**src/rtl/clk_div_pkg.sv**
```systemverilog
// Shared constants, default channel state layout and the high-time clamp helper
// for the multi-channel clock divider.
package clk_div_pkg;

  localparam int MIN_DIV   = 2;
  localparam int CNT_W_DEF = 16;

  typedef struct packed {
    logic [CNT_W_DEF-1:0] count;
    logic [CNT_W_DEF-1:0] div_act;
    logic [CNT_W_DEF-1:0] high_act;
    logic [CNT_W_DEF-1:0] div_sh;
    logic [CNT_W_DEF-1:0] high_sh;
    logic                 pend;
  } chan_state_t;

  // High time can never exceed the period it lives in.
  function automatic logic [31:0] clamp_high(input logic [31:0] high, input logic [31:0] div);
    return (high > div) ? div : high;
  endfunction

endpackage

```
**src/rtl/clk_div_chan.sv**
```systemverilog
// One divider channel: counter, shadow/active period+high registers, registered
// clk_out and tick. A load arriving on a wrap (or while disabled) goes straight to active.
module clk_div_chan #(
  parameter int CNT_W   = clk_div_pkg::CNT_W_DEF,
  parameter int DEF_DIV = 4
) (
  input  logic             clk,
  input  logic             rst_n,
  input  logic             en,
  input  logic             sync,
  input  logic             load,
  input  logic [CNT_W-1:0] ld_div,
  input  logic [CNT_W-1:0] ld_high,
  output logic             clk_out,
  output logic             tick
);

  typedef struct packed {
    logic [CNT_W-1:0] count;
    logic [CNT_W-1:0] div_act;
    logic [CNT_W-1:0] high_act;
    logic [CNT_W-1:0] div_sh;
    logic [CNT_W-1:0] high_sh;
    logic             pend;
  } st_t;

  localparam st_t RST_ST = '{
    count:    CNT_W'(DEF_DIV - 1),
    div_act:  CNT_W'(DEF_DIV),
    high_act: CNT_W'(DEF_DIV >> 1),
    div_sh:   CNT_W'(DEF_DIV),
    high_sh:  CNT_W'(DEF_DIV >> 1),
    pend:     1'b0
  };

  st_t  st, nx;
  logic wrap, clk_nx;

  always_comb begin
    nx   = st;
    wrap = en && (sync || (st.count == st.div_act - CNT_W'(1)));
    if (!en || wrap) begin
      if (load) begin
        nx.div_act  = ld_div;
        nx.high_act = ld_high;
        nx.div_sh   = ld_div;
        nx.high_sh  = ld_high;
        nx.pend     = 1'b0;
      end else if (st.pend) begin
        nx.div_act  = st.div_sh;
        nx.high_act = st.high_sh;
        nx.pend     = 1'b0;
      end
    end else if (load) begin
      nx.div_sh  = ld_div;
      nx.high_sh = ld_high;
      nx.pend    = 1'b1;
    end
    // Disabled channels park one step before the wrap so re-enable starts a period.
    if (!en)       nx.count = nx.div_act - CNT_W'(1);
    else if (wrap) nx.count = '0;
    else           nx.count = st.count + CNT_W'(1);
    clk_nx = en && (nx.count < nx.high_act);
  end

  always_ff @(posedge clk) begin
    if (!rst_n) begin
      st      <= RST_ST;
      clk_out <= 1'b0;
      tick    <= 1'b0;
    end else begin
      st      <= nx;
      clk_out <= clk_nx;
      tick    <= wrap;
    end
  end

endmodule

```
**src/rtl/clk_div_multi.sv**
```systemverilog
// Multi-channel programmable clock divider: shared write port with validation and
// ack/err pulses, one clk_div_chan per channel. CLK_DIV_MULTI_PHASE_ALIGN_EN adds sync_i.
module clk_div_multi
  import clk_div_pkg::*;
#(
  parameter int NUM_CH  = 4,
  parameter int CNT_W   = CNT_W_DEF,
  parameter int DEF_DIV = 4
) (
  input  logic              clk,
  input  logic              rst_n,
  input  logic [NUM_CH-1:0] ch_en,
  input  logic              wr_en,
  input  logic [3:0]        wr_ch,
  input  logic [CNT_W-1:0]  wr_div,
  input  logic [CNT_W-1:0]  wr_high,
`ifdef CLK_DIV_MULTI_PHASE_ALIGN_EN
  input  logic              sync_i,
`endif
  output logic              wr_ack,
  output logic              wr_err,
  output logic [NUM_CH-1:0] clk_out,
  output logic [NUM_CH-1:0] tick
);

  logic             wr_ok, sync;
  logic [CNT_W-1:0] high_c;

`ifdef CLK_DIV_MULTI_PHASE_ALIGN_EN
  assign sync = sync_i;
`else
  assign sync = 1'b0;
`endif

  assign wr_ok  = wr_en && (32'(wr_ch) < NUM_CH) && (32'(wr_div) >= MIN_DIV);
  assign high_c = CNT_W'(clamp_high(32'(wr_high), 32'(wr_div)));

  always_ff @(posedge clk) begin
    if (!rst_n) begin
      wr_ack <= 1'b0;
      wr_err <= 1'b0;
    end else begin
      wr_ack <= wr_ok;
      wr_err <= wr_en && !wr_ok;
    end
  end

  for (genvar g = 0; g < NUM_CH; g++) begin : g_ch
    clk_div_chan #(.CNT_W(CNT_W), .DEF_DIV(DEF_DIV)) u_chan (
      .clk     (clk),
      .rst_n   (rst_n),
      .en      (ch_en[g]),
      .sync    (sync),
      .load    (wr_ok && (wr_ch == 4'(g))),
      .ld_div  (wr_div),
      .ld_high (high_c),
      .clk_out (clk_out[g]),
      .tick    (tick[g])
    );
  end

endmodule

```
**config.mk**
```make
export PLATFORM = sky130hd
export DESIGN_NAME = clk_div_multi
export DESIGN_NICKNAME = d
export VERILOG_FILES = /design/src/rtl/clk_div_pkg.sv /design/src/rtl/clk_div_chan.sv /design/src/rtl/clk_div_multi.sv
export SDC_FILE = /design/constraint.sdc
export NUM_CORES = 1
export LEC_CHECK = 0
export CAP_MARGIN = 20
export CORE_MARGIN = 2
export CORE_UTILIZATION = 50
export CTS_CLUSTER_DIAMETER = 200
export DETAILED_ROUTE_END_ITERATION = 6
export PLACE_DENSITY = 0.77
export SLEW_MARGIN = 20
export SYNTH_ARGS = -nofsm -noshare
export SYNTH_HDL_FRONTEND = slang
export SYNTH_HIERARCHICAL = 1
export SYNTH_SLANG_ARGS = --single-unit
```
**constraint.sdc**
```tcl
create_clock -name clk -period 15.4 [get_ports clk]
set_clock_uncertainty 0.05 [all_clocks]
set_input_delay 2.31 -clock clk [delete_from_list [all_inputs] [get_ports clk]]
set_output_delay 2.31 -clock clk [all_outputs]
set_load 0.1 [all_outputs]
```
After elaboration in Yosys (flattened, before gate mapping)
Index checks and enable logic that the tools add are counted.

cells by class
  add/sub/neg operators = 12
  order comparisons = 7
  equality and inequality tests = 7
  mux-type cells = 33
  bitwise gates (word level) = 1
  reduce and logical (&&, ||, !) cells = 29

operators by type and width
  kind                   count
  $mux 32                16
  $mux 33                8
  $mux 16                9
  $sub 16x1->16 const B  8
  $add 16x1->16 const B  4
  $eq 16x16->1           4
  $lt 16x16->1           4
  $ge 16x2->1 const B    1
  $gt 16x16->1           1
  $logic_and 1x1->1      15
  $eq 4x2->1 const B     2
  $reduce_or 2->1        4
  $logic_not 1->1        5
  $eq 4x1->1 const B     1
  $logic_not 4->1        1
  $logic_or 1x1->1       4
  $lt 4x3->1 const B     1
  $not 1->1              1

word-level totals
  register bits = 334
  input port bits = 43
  output and inout bits = 10

Depth between registers and ports, before layout
  word-level depth = 10
  gate-level depth with buffers = 30

Modules after synthesis
The synthesis kept the hierarchy.

by module, submodules not included
  module                             instances  cells an instance  area each (sq um)  sequential area each (sq um)
  clk_div_chan (g_ch[1].u_chan ...)  2          712                5,565.3            1,661.6
  clk_div_chan (g_ch[0].u_chan)      1          690                5,542.8            1,661.6
  clk_div_chan (g_ch[3].u_chan)      1          670                5,181.2            1,661.6
  clk_div_multi                      1          96                 810.8              40.0

Worst setup path before layout
No wires, ideal clock.

  path kind = input to register
  from = input wr_div[4]
  to = register g_ch[2].u_chan.clk_out
  setup time = 0.081 ns
  arrival time = 7.018 ns
  slack = 8.251 ns
  cell stages on the path = 28
  buffers on the path = 5
  cells stage by stage = nor4_1 -> nand4_1 -> nand3_1 -> nor3b_1 -> clkbuf_1 -> clkbuf_1 -> clkbuf_1 -> clkbuf_1 -> clkbuf_1 -> nor2_1 -> a221oi_1 -> ha_1 -> o311ai_1 -> a211oi_2 -> a21o_1 -> o211ai_1 -> or2_1 -> ha_1 -> a21o_1 -> a21oi_1 -> nor2b_1 -> o21ai_0 -> nand2b_1 -> a21oi_1 -> nor2b_1 -> o21ai_0 -> nand2_1 -> a41oi_1

RTL lines
  what                    RTL line             RTL
  start: declaration      clk_div_multi.sv:15  input logic [CNT_W-1:0] wr_div,
  end signal: assignment  clk_div_chan.sv:73   clk_out <= clk_nx;
  end: declaration        clk_div_chan.sv:14   output logic clk_out,

==> results.sh <==
export IMPL_ys_ff_latch=334
export IMPL_clock_sinks=334
export IMPL_avgSynthCellArea_um2=7.87
export IMPL_io_buffers=52
export IMPL_cts_clk_slew_worst_paths_ps=60
export IMPL_fin_tns_setup_ps=0
export IMPL_p_clk_share_pct=37.1
export IMPL_drt_iter0_markers=2506
export IMPL_slew_limit_headroom_pct=22.4
export IMPL_final_cells=3451
export IMPL_dieArea_um2=47000
export IMPL_yosys_area_top_type_share_pct=29.5
export IMPL_setup_viol=0
export IMPL_r2r_start="g_ch[1].u_chan/st[50]$_SDFF_PN0_"
export IMPL_synthArstFlopShare_pct=0
export IMPL_cp_max_fo=84
export IMPL_p_comb_share_pct=25.9
export IMPL_hold_class="flip-flop to flip-flop"
export IMPL_layout_common_cells="nor2_1, dfxtp_1, nand2_1"
export IMPL_synth_area_top_cells="dfxtp_1, mux2i_1, nor2_1"
export IMPL_hold_violations=0
export IMPL_grt_max_degree=85
export IMPL_num_antenna_cells=0
export IMPL_grt_pass1_vias=20300
export IMPL_antenna_found_initial=0
export IMPL_total_power_uw=2520
export IMPL_status="complete, no violations"
export IMPL_crit_path_end_kind="flip-flop"
export IMPL_irDropWorstVdd_mv=0.0569
export IMPL_die_x_um=217
export IMPL_grt_overflow_total=0
export IMPL_critical_path_required_ps=15820
export IMPL_worst_setup_path_type="input pin to flip-flop"
export IMPL_final_common_cell="nor2_1"
export IMPL_dr_pass1_iters=6
export IMPL_r2r_cells=28
export IMPL_synth_distinct_cells=107
export IMPL_numCtsBuffers=37
export IMPL_num_fill_cells=4141
export IMPL_routed_wl_um=71900
export IMPL_start_util_pct=50.3
export IMPL_fin_ws_ps=6680
export IMPL_period_share_pct=56.6
export IMPL_yosysTopAreaCell="dfxtp_1"
export IMPL_arrival_ps=9140
export IMPL_cts_root_buffer_cell="clkbuf_16"
export IMPL_drv_cap=0
export IMPL_syn_inst=2880
export IMPL_period_minus_slack_ps=8720
export IMPL_ctsHoldBuffers=0
export IMPL_synth_edff_count=0
export IMPL_hold_path_cell_count=2
export IMPL_min_to="g_ch[3].u_chan/st[30]$_SDFFE_PN0P_"
export IMPL_gp_congestion=0.953
export IMPL_pre_cts_ws_ps=6330
export IMPL_reg2reg_to="g_ch[1].u_chan/clk_out$_SDFF_PN0_"
export IMPL_worst_pin_slew_ps=1160
export IMPL_grtUsageTotal_pct=29.6
export IMPL_ctsLongestPathBuffers=3
export IMPL_grt_pass1_wl_um=113000
export IMPL_p_seq_share_pct=37.0
export IMPL_post_cts_setup_buffers=0
export IMPL_ios=53
export IMPL_fmax_mhz=115
export IMPL_vias=22000
export IMPL_rsz0062_at_grt="false"
export IMPL_internal_power_uw=1680
export IMPL_drive_above_1_share_pct=7.09
export IMPL_p_sw_uw=839
export IMPL_wire_per_inst_um=20.8
export IMPL_swShare_pct=33.3
export IMPL_slew_viol_final=0
export IMPL_ys_warnings_count=6
export IMPL_die_y_um=217
export IMPL_syn_cell_area_um2=22700
export IMPL_powerDensity_nw_per_um2=102
export IMPL_area_delta_synth_final_pct=9.05
export IMPL_ant_nets=0
export IMPL_clock_latency_ps=550
export IMPL_dp_cells=3385
export IMPL_hp_start="g_ch[3].u_chan/st[30]$_SDFFE_PN0P_"
export IMPL_synth_ff_type="dfxtp_1"
export IMPL_cts_resized=0
export IMPL_vias_per_cell=6.38
export IMPL_num_rows=78
export IMPL_power_leakage_uw=0.00905
export IMPL_cts_max_level=2
export IMPL_layout_nets=2955
export IMPL_design_core_area_um2=45100
export IMPL_cts_tree="done"
export IMPL_r2r_slack_ps=8750
export IMPL_drc=0
export IMPL_post_dp_hpwl_um=50600
export IMPL_final_core_util_pct=54.8
export IMPL_cp_start_kind="input pin"
export IMPL_ys_seq_area_share_pct=29.5
worst max-delay path by stage:
stage | from | end | slack, ps | cells after the start
2_1_floorplan | wr_div[4] | g_ch[2].u_chan/clk_out$_SDFF_PN0_ | 8250 | 28
6_report | wr_div[10] | g_ch[2].u_chan/clk_out$_SDFF_PN0_ | 6680 | 26
3_5_place_dp | wr_div[10] | g_ch[2].u_chan/clk_out$_SDFF_PN0_ | 6330 | 26
3_3_place_gp | wr_div[10] | g_ch[2].u_chan/clk_out$_SDFF_PN0_ | 6280 | 26
4_1_cts | wr_div[10] | g_ch[2].u_chan/clk_out$_SDFF_PN0_ | 6880 | 26
5_1_grt | wr_div[10] | g_ch[2].u_chan/clk_out$_SDFF_PN0_ | 6320 | 25
cell usage after synthesis, types with 7 or more instances:
master      n
a21o_1     17
nor3_1     49
and2_1     46
and3_1     42
o21ai_0   109
nor3b_1    10
nand2_1   214
inv_1      52
nor4_1     27
o31ai_1     7
a22oi_1    19
nand3_1   164
a221oi_1   66
xnor2_1    66
ha_1       88
xor2_1     87
nor2_1    338
nand4_1    37
buf_2      15
mux2i_1   131
mux2_4     12
nor2b_1    62
o31a_1      9
nor4_2      7
a211oi_1   15
o211ai_1   32
mux2_2     12
a31oi_1    47
o22ai_1    39
or2_2       7
or4_1      12
o21a_1     22
buf_1      17
a21oi_1   211
buf_6      12
or3_1      18
a32oi_1    10
nand2b_1  112
clkbuf_1  151
dfxtp_1   334
power by group through the flow:
stage	Sequential, uW	Clock [uW]	Combinational [uW]
detailed placement	952	0	634
global placement	951	0	622
CTS	933	946	638
floorplan	956	0	467
global route	938	984	702
finish	935	936	653
cells by family (layout without fill, tap and decap cells):
kind of cell,Yosys count,in the layout,synth area share [%]
AND/OR/NAND/NOR,1188,1188,26.7
AO/OA/AOI/OAI,697,697,20.4
XOR/XNOR,154,154,6.01
multiplexers,159,159,7.57
flip-flops,334,334,29.5
other,1,13,0.0165
adder cells (fa/ha/maj),88,88,4.86
buffers and inverters,259,218,4.94
through the flow:
step	hold slack (ps)	cell area [um^2]
global placement	396	23400
CTS	414	24700
finish	417	24700
floorplan	382	22700
detailed placement	404	23400
global route	435	24700
layer usage:
layer | global-route usage [%] | vias to the layer above | part of all wire (%)
li1 | - | 10300 | -
met1 | 39.9 | 10600 | 43
met2 | 47.0 | 980 | 44
met3 | 4.01 | 191 | 7.3
met4 | 13.9 | 0 | 4.9
met5 | 0 | - | 0
registers in the layout (all words and copies together), names as in the netlist:
register / cells
g_ch.u_chan/st: 324
g_ch.u_chan/clk_out: 4
g_ch.u_chan/tick: 4
wr_ack: 1
wr_err: 1
worst max-delay path: stages:
cell             delay, ps
clkdlybuf4s50_1        830
nor4_1                 140
nand4_1                170
nand3_1                220
nor3b_2                220
buf_4                  710
clkinv_1               740
nor2_1                1040
a221oi_1               230
ha_1                   300
o311ai_1               150
a211oi_2               180
nand3_1                130
o211ai_1               100
or2_1                  230
ha_1                   180
a21o_1                 170
a21oi_1                160
nor2b_1                 60
o21ai_0                150
nand2b_1                70
a21oi_1                140
nor2b_1                 50
o21ai_0                150
nand2_1                 80
a41oi_1                150
layout make-up:
cell class,instances,area (um^2),area share [%]
clock buffer,52,1110,4.51
inverter,58,220,0.891
clock inverter,14,166,0.673
sequential,334,6690,27.1
tap,600,751,3.04
multi-input combinational,2299,14900,60.5
timing repair buffer,94,831,3.36
No activity file was read; power rests on OpenSTA's default activity.
